--- config.mk ---
export PLATFORM = sky130hd
export DESIGN_NAME = gradient_scheduler
export DESIGN_NICKNAME = d
export VERILOG_FILES = /design/src/rtl/gradient_scheduler.sv
export SDC_FILE = /design/constraint.sdc
export NUM_CORES = 1
export LEC_CHECK = 0
export BUFFER_PORTS_ARGS = -buffer_cell sky130_fd_sc_hd__buf_4
export CAP_MARGIN = 15
export CORE_MARGIN = 2
export CORE_UTILIZATION = 35
export CTS_CLUSTER_DIAMETER = 200
export DETAILED_ROUTE_END_ITERATION = 7
export GPL_TIMING_DRIVEN = 1
export HOLD_SLACK_MARGIN = 0.12
export SYNTH_ARGS = -nofsm -noshare
export SYNTH_HDL_FRONTEND = slang
export SYNTH_SLANG_ARGS = --single-unit
--- constraint.sdc ---
create_clock -name clk_in -period 3.1 [get_ports clk_in]
set_input_delay 0.62 -clock clk_in [delete_from_list [all_inputs] [get_ports clk_in]]
set_output_delay 0.62 -clock clk_in [all_outputs]
set_load 0.01 [all_outputs]
--- src/rtl/gradient_scheduler.sv ---
// Round-robin arbiter sharing one gradient engine across several image BRAM sets.
// Routes engine reads, pixels and gradient write enables to the job being served.
module gradient_scheduler #(
  parameter int NUM_IMAGES     = 4,
  parameter int BIT_DEPTH      = 8,
  parameter int WIDTH          = 64,
  parameter int HEIGHT         = 64,
  parameter int ADDR_W         = $clog2(WIDTH*HEIGHT),
  parameter int TIMEOUT_CYCLES = 65536,
  localparam int IDX_W         = $clog2(NUM_IMAGES)
) (
  input  logic                            clk_in,
  input  logic                            rst_in,
  input  logic [NUM_IMAGES-1:0]           req_in,
  output logic                            busy_out,
  output logic [IDX_W-1:0]                active_idx_out,
  output logic [NUM_IMAGES-1:0]           done_out,
  output logic                            error_out,
  output logic                            grad_start_out,
  input  logic                            grad_done_in,
  input  logic [ADDR_W-1:0]               eng_read_addr_in,
  input  logic                            eng_read_valid_in,
  output logic [ADDR_W-1:0]               img_read_addr_out,
  output logic [NUM_IMAGES-1:0]           img_read_en_out,
  input  logic [NUM_IMAGES*BIT_DEPTH-1:0] img_pixel_in,
  output logic [BIT_DEPTH-1:0]            eng_pixel_out,
  input  logic                            eng_x_valid_in,
  input  logic                            eng_y_valid_in,
  output logic [NUM_IMAGES-1:0]           x_we_out,
  output logic [NUM_IMAGES-1:0]           y_we_out
);

  localparam int TMR_W = $clog2(TIMEOUT_CYCLES) + 1;

  typedef enum logic [1:0] {
    IDLE,
    LAUNCH,
    RUN,
    COMPLETE
  } state_t;

  state_t                  state;
  logic [NUM_IMAGES-1:0]   pending;
  logic [IDX_W-1:0]        rr_ptr;
  logic [IDX_W-1:0]        active_idx;
  logic [TMR_W-1:0]        timer;
  logic [IDX_W-1:0]        pick;
  logic [IDX_W-1:0]        cand;
  logic [IDX_W-1:0]        next_idx;
  logic [NUM_IMAGES-1:0]   onehot;
  logic [NUM_IMAGES-1:0]   clr;
  logic                    routed;
  int                      j;

  // Descending scan so the nearest set bit at or after rr_ptr wins
  always_comb begin
    pick = '0;
    cand = '0;
    j    = 0;
    for (int k = NUM_IMAGES - 1; k >= 0; k--) begin
      j = int'(rr_ptr) + k;
      if (j >= NUM_IMAGES) j = j - NUM_IMAGES;
      cand = IDX_W'(j);
      if (pending[cand]) pick = cand;
    end
  end

  always_comb begin
    clr = '0;
    if (state == IDLE && |pending)
      clr = NUM_IMAGES'(1) << pick;
  end

  assign next_idx = (active_idx == IDX_W'(NUM_IMAGES - 1)) ?
                    '0 : active_idx + 1'b1;
  assign onehot   = NUM_IMAGES'(1) << active_idx;

  always_ff @(posedge clk_in) begin
    if (!rst_in) begin
      state          <= IDLE;
      pending        <= '0;
      rr_ptr         <= '0;
      active_idx     <= '0;
      timer          <= '0;
      done_out       <= '0;
      error_out      <= 1'b0;
      grad_start_out <= 1'b0;
    end else begin
      pending        <= (pending & ~clr) | req_in;
      done_out       <= '0;
      error_out      <= 1'b0;
      grad_start_out <= 1'b0;
      unique case (state)
        IDLE: begin
          if (|pending) begin
            active_idx     <= pick;
            grad_start_out <= 1'b1;
            state          <= LAUNCH;
          end
        end
        LAUNCH: begin
          timer <= '0;
          state <= RUN;
        end
        RUN: begin
          if (grad_done_in) begin
            done_out <= onehot;
            state    <= COMPLETE;
          end else if (timer == TMR_W'(TIMEOUT_CYCLES - 1)) begin
            error_out <= 1'b1;
            rr_ptr    <= next_idx;
            state     <= IDLE;
          end else begin
            timer <= timer + 1'b1;
          end
        end
        COMPLETE: begin
          rr_ptr <= next_idx;
          state  <= IDLE;
        end
        default: state <= IDLE;
      endcase
    end
  end

  // Select stays on through COMPLETE to catch the last in-flight BRAM reads
  assign routed            = (state != IDLE);
  assign busy_out          = routed;
  assign active_idx_out    = active_idx;
  assign img_read_addr_out = eng_read_addr_in;
  assign img_read_en_out   = (routed && eng_read_valid_in) ? onehot : '0;
  assign x_we_out          = (routed && eng_x_valid_in) ? onehot : '0;
  assign y_we_out          = (routed && eng_y_valid_in) ? onehot : '0;
  assign eng_pixel_out     = img_pixel_in[active_idx*BIT_DEPTH +: BIT_DEPTH];

endmodule
==> results of run 1 <==
[critical path, delay by kind of cell (launching register included)]
kind	cells	cell delay [ps]
and+or+nand+nor	5	1270
AOI/OAI and AO/OA	2	640
adders and majority gates	2	440
DFF	1	340
[stage by stage]
step | instances | hold WS [ps] | total power [mW]
global placement | 340 | 470 | 0.747
finish | 347 | 473 | 1.07
global route | 347 | 514 | 1.13
detailed placement | 340 | 461 | 0.748
floorplan | 218 | 437 | 0.635
CTS | 347 | 470 | 1.08
[layout make-up]
type | count | area [µm²] | area share (%)
clock buffers | 7 | 86.3 | 3.43
inverters | 9 | 33.8 | 1.34
multi-input cells | 155 | 1100 | 43.7
flip-flops and latches | 33 | 661 | 26.3
well taps | 70 | 87.6 | 3.48
repair buffers | 73 | 548 | 21.8
[Yosys cell counts, types with 2 or more instances]
| cell | number |
|---|---|
| a21oi_1 | 17 |
| a311oi_1 | 2 |
| a31oi_1 | 4 |
| and2_1 | 4 |
| and2b_2 | 2 |
| and3_1 | 17 |
| buf_4 | 12 |
| clkbuf_1 | 8 |
| dfxtp_1 | 33 |
| ha_1 | 6 |
| inv_1 | 9 |
| mux2i_1 | 4 |
| mux4_2 | 8 |
| nand2_1 | 13 |
| nand2b_1 | 2 |
| nand3_1 | 10 |
| nand4_1 | 3 |
| nor2_1 | 18 |
| nor3_1 | 4 |
| o21a_1 | 2 |
| o21ai_0 | 8 |
| o311ai_0 | 2 |
| or3_1 | 5 |
| or4_1 | 3 |
| xnor2_1 | 2 |
[flip-flops by register name (all words and copies together) (netlist names)]
| register | cells |
|---|---|
| pending | 4 |
| grad_start_out | 1 |
| done_out | 4 |
| rr_ptr | 2 |
| error_out | 1 |
| active_idx_out | 2 |
| state | 2 |
| timer | 17 |
[worst max path at each step]
stage | startpoint | endpoint | cells past startpoint
floorplan | timer[0] | timer[13] | 9
global placement | timer[0] | timer[13] | 9
detailed placement | timer[0] | timer[13] | 9
CTS | timer[0] | timer[13] | 9
global route | timer[0] | timer[15] | 9
finish | timer[0] | timer[13] | 9
[power breakdown]
part	leakage (nW)	internal, mW	switching, mW
clock network	0.0443	0.176	0.155
registers	0.268	0.441	0.0325
logic	0.787	0.142	0.123
total	1.10	0.758	0.310
[metal layers]
metal | share of wire (%) | up-vias | GRT usage, %
met1 | 46 | 836 | 23.0
met2 | 47 | 48 | 25.1
met3 | 5.7 | 11 | 4.65
met4 | 1.5 | 0 | 6.67
li1 | - | 916 | -
met5 | 0 | - | 0
[cells by family after synthesis]
| logic type | count (synthesis) | synth area share (%) |
|---|---|---|
| simple gates | 88 | 24.9 |
| compound gates | 46 | 15.6 |
| flops | 33 | 34.5 |
| buf+inv | 30 | 8.29 |
| mux | 12 | 11.5 |
| fa+ha+maj | 6 | 3.92 |
| xor+xnor | 3 | 1.37 |
[layout by cell type (no fill, tap or decap), types with 8 or more instances in the layout]
cell	netlist	routed
a21oi_1	17	17
inv_1	9	9
mux4_2	8	8
and3_1	17	17
nand2_1	13	13
o21ai_0	8	8
buf_4	12	73
nor2_1	18	18
dfxtp_1	33	33
nand3_1	10	10
==> metrics.cfg, run 1 <==
[outcome]
status=completed

[timing]
worstMarginPinSlew_ps=688
rsz0062_at_grt=no
max_freq_mhz=362
fin_tns_setup_ps=0
slew_violations=0
fin_crit_sh_pct=89.2
period_needed_ps=2760
setup_violations=0
finalClockSkew_ps=4.15
hold_viol_final=0
max-slew-margin-rel_pct=54.0
layout_setup_ws_ps=335

[floorplan]
die_w_um=78.0
die_h_um=78.0
fp-row-count=26
core_region_area_mm2=0.00520
ios=95
die_area_mm2=0.00608
initial_utilization_pct=36.8

[placement]
place.port_buffers=70
place_ws_ps=367
place_area_mm2=0.00243
place.gp.congestion=0.731
dp_hpwl_mm=3.71

[drt]
vias_per_cell=5.22
firstDrtPassIters=4
drt-wirelength-per-cell_um=14.2
ant_nets=0
drc=0
vias=1811
routed_wl_mm=4.94
drt_iter0_markers=128

[worst_setup_path]
r2r_start=timer[0]
crit_type=reg -> reg
r2r_cells=9
cp-start-kind=register
cp_common_cell=ha_1
cp_data_arrival_time_ps=2990
ff2ff_setup_slack_ps=340
path_max_fanout=5
cp_cell_sequence=ha_1, nand2_1, nor3_1, and3_1, ha_1, or4b_1, a2111o_1, or3_1, a21oi_1
crit_required_ps=3320
rr_endpoint=timer[13]
cpPeakStageDelay_ps=510
crit_slowest_cell=or4b_1
end_kind=register

[clock_tree]
cts_buffer_depth=2
numClockSinks=33
cts_resized=0
cts.htree.levels=2
ctsHoldBuffers=0
cts_buffers=5
post_cts_buffers=0
clockRootBuffer=clkbuf_8
clkTransAtPathRegs_ps=70
clkLatencyLatePin_ps=290
cts_tree=done

[hold_path]
hold_class=reg -> reg
min_path_cells=1
holdPathEnd=timer[14]
hp-start=timer[14]

[synth]
synth_warnings=0
synthArstFlopShare_pct=0
synth_top_area_share_pct=34.5
syn_inst=218
postSynthAreaPerCell_um2=8.79
synth.ff_latch_count=33
ys.flop_type=dfxtp_1
syn_nets=278
ys_seq_area_share_pct=34.5
netlist_area_mm2=0.00192
yosysUniqueCellTypes=45
synth_edf_count=0
synthTopCellsByArea=dfxtp_1, mux4_2, and3_1
synth_top_cell_by_area=dfxtp_1

[pwr]
power_density_mw_per_mm2=425
p_leak_nw=1.10
ir_worst_vdd_mv=0.205

[global_route]
first_global_vias=1686
grt_first_pass_wirelength_mm=8.14
grt_usage_pct=16.8
grt.overflow.total=0
antenna_found_initial=0
grt_start_max_net_pins=17

[cells_and_area]
n_antenna_cell=0
layout-drive-gt1-share_pct=32.9
area_delta_synth_final_pct=31.1
utilization_pct=48.3
nets=337
fill_cells=529
final_area_mm2=0.00251

[run]
maxCapViolations=0

No activity file was read; power rests on OpenSTA's default activity.
==> run 2: changes to the inputs <==
- CORE_UTILIZATION: 35 -> 30
- clock period: 3.1 -> 2.55 ns (I/O delays scaled with it)
==> run 2 against run 1 <==
- clock skew rose by 0.79 ps
- clock-buffer cell count unchanged
- global-route usage decreased by 1.7 points
- utilization down 4.4 points
- non-clock buffer count rose by 19
- final area grew 9.7%
- highest routed layer unchanged
- cell count up 7.8%
- via count is 7.8% higher
- first-iteration DRC count down 48%
- fmax increased by 12%
- clock power up 53%
==> metrics.cfg, run 2 (same netlist as run 1, synthesis figures left out) <==
[outcome]
status=completed

[placement]
place_area_mm2=0.00247
place_ws_ps=-8.66
place.gp.congestion=0.852
place.port_buffers=70
dp_hpwl_mm=3.91

[pwr]
p_leak_nw=1.22
power_density_mw_per_mm2=513
ir_worst_vdd_mv=0.443

[cells_and_area]
utilization_pct=43.9
final_cell_mix=buf_4, dfxtp_1, nor2_1
final_common_cell=buf_4
area_delta_synth_final_pct=43.8
n_antenna_cell=0
regMostFlops=timer
largest_reg_flops=17
reg_top3=timer: 17 flops, done_out: 4 flops, pending: 4 flops
layout-drive-gt1-share_pct=40.7
final_area_mm2=0.00276
nets=356

[timing]
slew_violations=0
hold_viol_final=0
layout_setup_ws_ps=82.7
max-slew-margin-rel_pct=54.5
whs_ps=470
worstMarginPinSlew_ps=681
finalClockSkew_ps=4.94
max_freq_mhz=405
period_needed_ps=2470
setup_violations=0
fin_crit_sh_pct=96.8

[global_route]
antenna_found_initial=0
grt_usage_pct=15.1
first_global_vias=1923
grt_first_pass_wirelength_mm=8.80
grt.overflow.total=0
grt_start_max_net_pins=17

[floorplan]
die_w_um=83.9
die_h_um=83.9
fp-row-count=29
initial_utilization_pct=30.5
core_region_area_mm2=0.00628
die_area_mm2=0.00705
ios=95

[worst_setup_path]
path_max_fanout=4
crit_required_ps=2760
cp_cell_sequence=ha_4, nand2_4, nor3_1, and3_1, ha_2, or4b_4, a2111o_1, or3_4, a21oi_2
cp-start-kind=register
r2r_start=timer[0]
cpPeakStageDelay_ps=510
cpLargestDelayFamily=simple AND/OR/NAND/NOR gates
critPathBufInv=0
crit_start=timer[0]
cp_data_arrival_time_ps=2680
crit_slowest_cell=or4b_4
rr_endpoint=timer[15]
r2r_cells=9
end_kind=register
ff2ff_setup_slack_ps=80
crit_type=reg -> reg

[hold_path]
min_path_cells=1
hp-start=timer[14]
hold_class=reg -> reg
holdPathEnd=timer[14]

[clock_tree]
clkLatencyLatePin_ps=280
numClockSinks=33
clkTransAtPathRegs_ps=60
ctsHoldBuffers=0
clockRootBuffer=clkbuf_8
cts_buffers=5
cts_buffer_depth=2
cts_tree=done
cts.htree.levels=2

[drt]
routed_wl_mm=5.54
drt-wirelength-per-cell_um=14.8
ant_nets=0
vias=1952
vias_per_cell=5.22
drt_iter0_markers=66
firstDrtPassIters=4
drc=0

[run]
maxCapViolations=0

[run 2: cell types whose count changed in the layout (fill, tap and decap cells not counted), moves of 2 or more]
cell and delta:
buf_4 +18, a21oi_2 +2, a21oi_1 -2, ha_1 -2, dfxtp_1 -2, dfxtp_2 +2
[run 2: per-stage QoR]
stage          total power [mW]  cells  TNS, ps
2_1_floorplan             0.772    218        0
3_3_place_gp              0.909    351        0
3_5_place_dp              0.913    351    -8.66
4_1_cts                    1.43    373        0
5_1_grt                    1.48    374    -10.7
6_report                   1.41    374        0
[run 2: cell type report]
| class | instances | area, µm² |
|---|---|---|
| tap | 77 | 96.3 |
| fill | 636 | 3520 |
| sequential | 33 | 663 |
| clock buffer | 7 | 86.3 |
| multi-input combinational | 155 | 1150 |
| clock inverter | 1 | 30.0 |
| inverter | 9 | 33.8 |
| timing repair buffer | 92 | 694 |
[run 2: what timing repair did]
| item | in CTS | in global routing |
|---|---|---|
| setup endpoints to repair | 1 | 4 |
| buffers inserted | 14 | 2 |
| pin swaps | 6 | 5 |
| resized for setup | 6 | 9 |
[run 2: per-layer routing]
layer / up-vias / GRT usage (%) / share of wire, %
li1: 947 / - / -
met1: 919 / 16.8 / 41
met2: 77 / 27.3 / 50
met3: 9 / 5.24 / 8.6
met4: 0 / 4.25 / 1.3
met5: - / 0 / 0
[run 2: where the power goes]
part,leakage (nW),internal [mW],total (mW),switching (mW)
sequential,0.269,0.536,0.576,0.0407
combinational,0.896,0.176,0.331,0.155
clock,0.0585,0.318,0.506,0.187
[run 2: worst max path at each step]
| stage | endpoint | slack [ps] | cells after the start |
|---|---|---|---|
| global placement | timer[15] | 80 | 9 |
| finish | timer[15] | 80 | 9 |
| global route | timer[13] | -10 | 9 |
| detailed placement | timer[15] | -9 | 9 |
| floorplan | timer[13] | 40 | 9 |
| CTS | timer[15] | 10 | 9 |
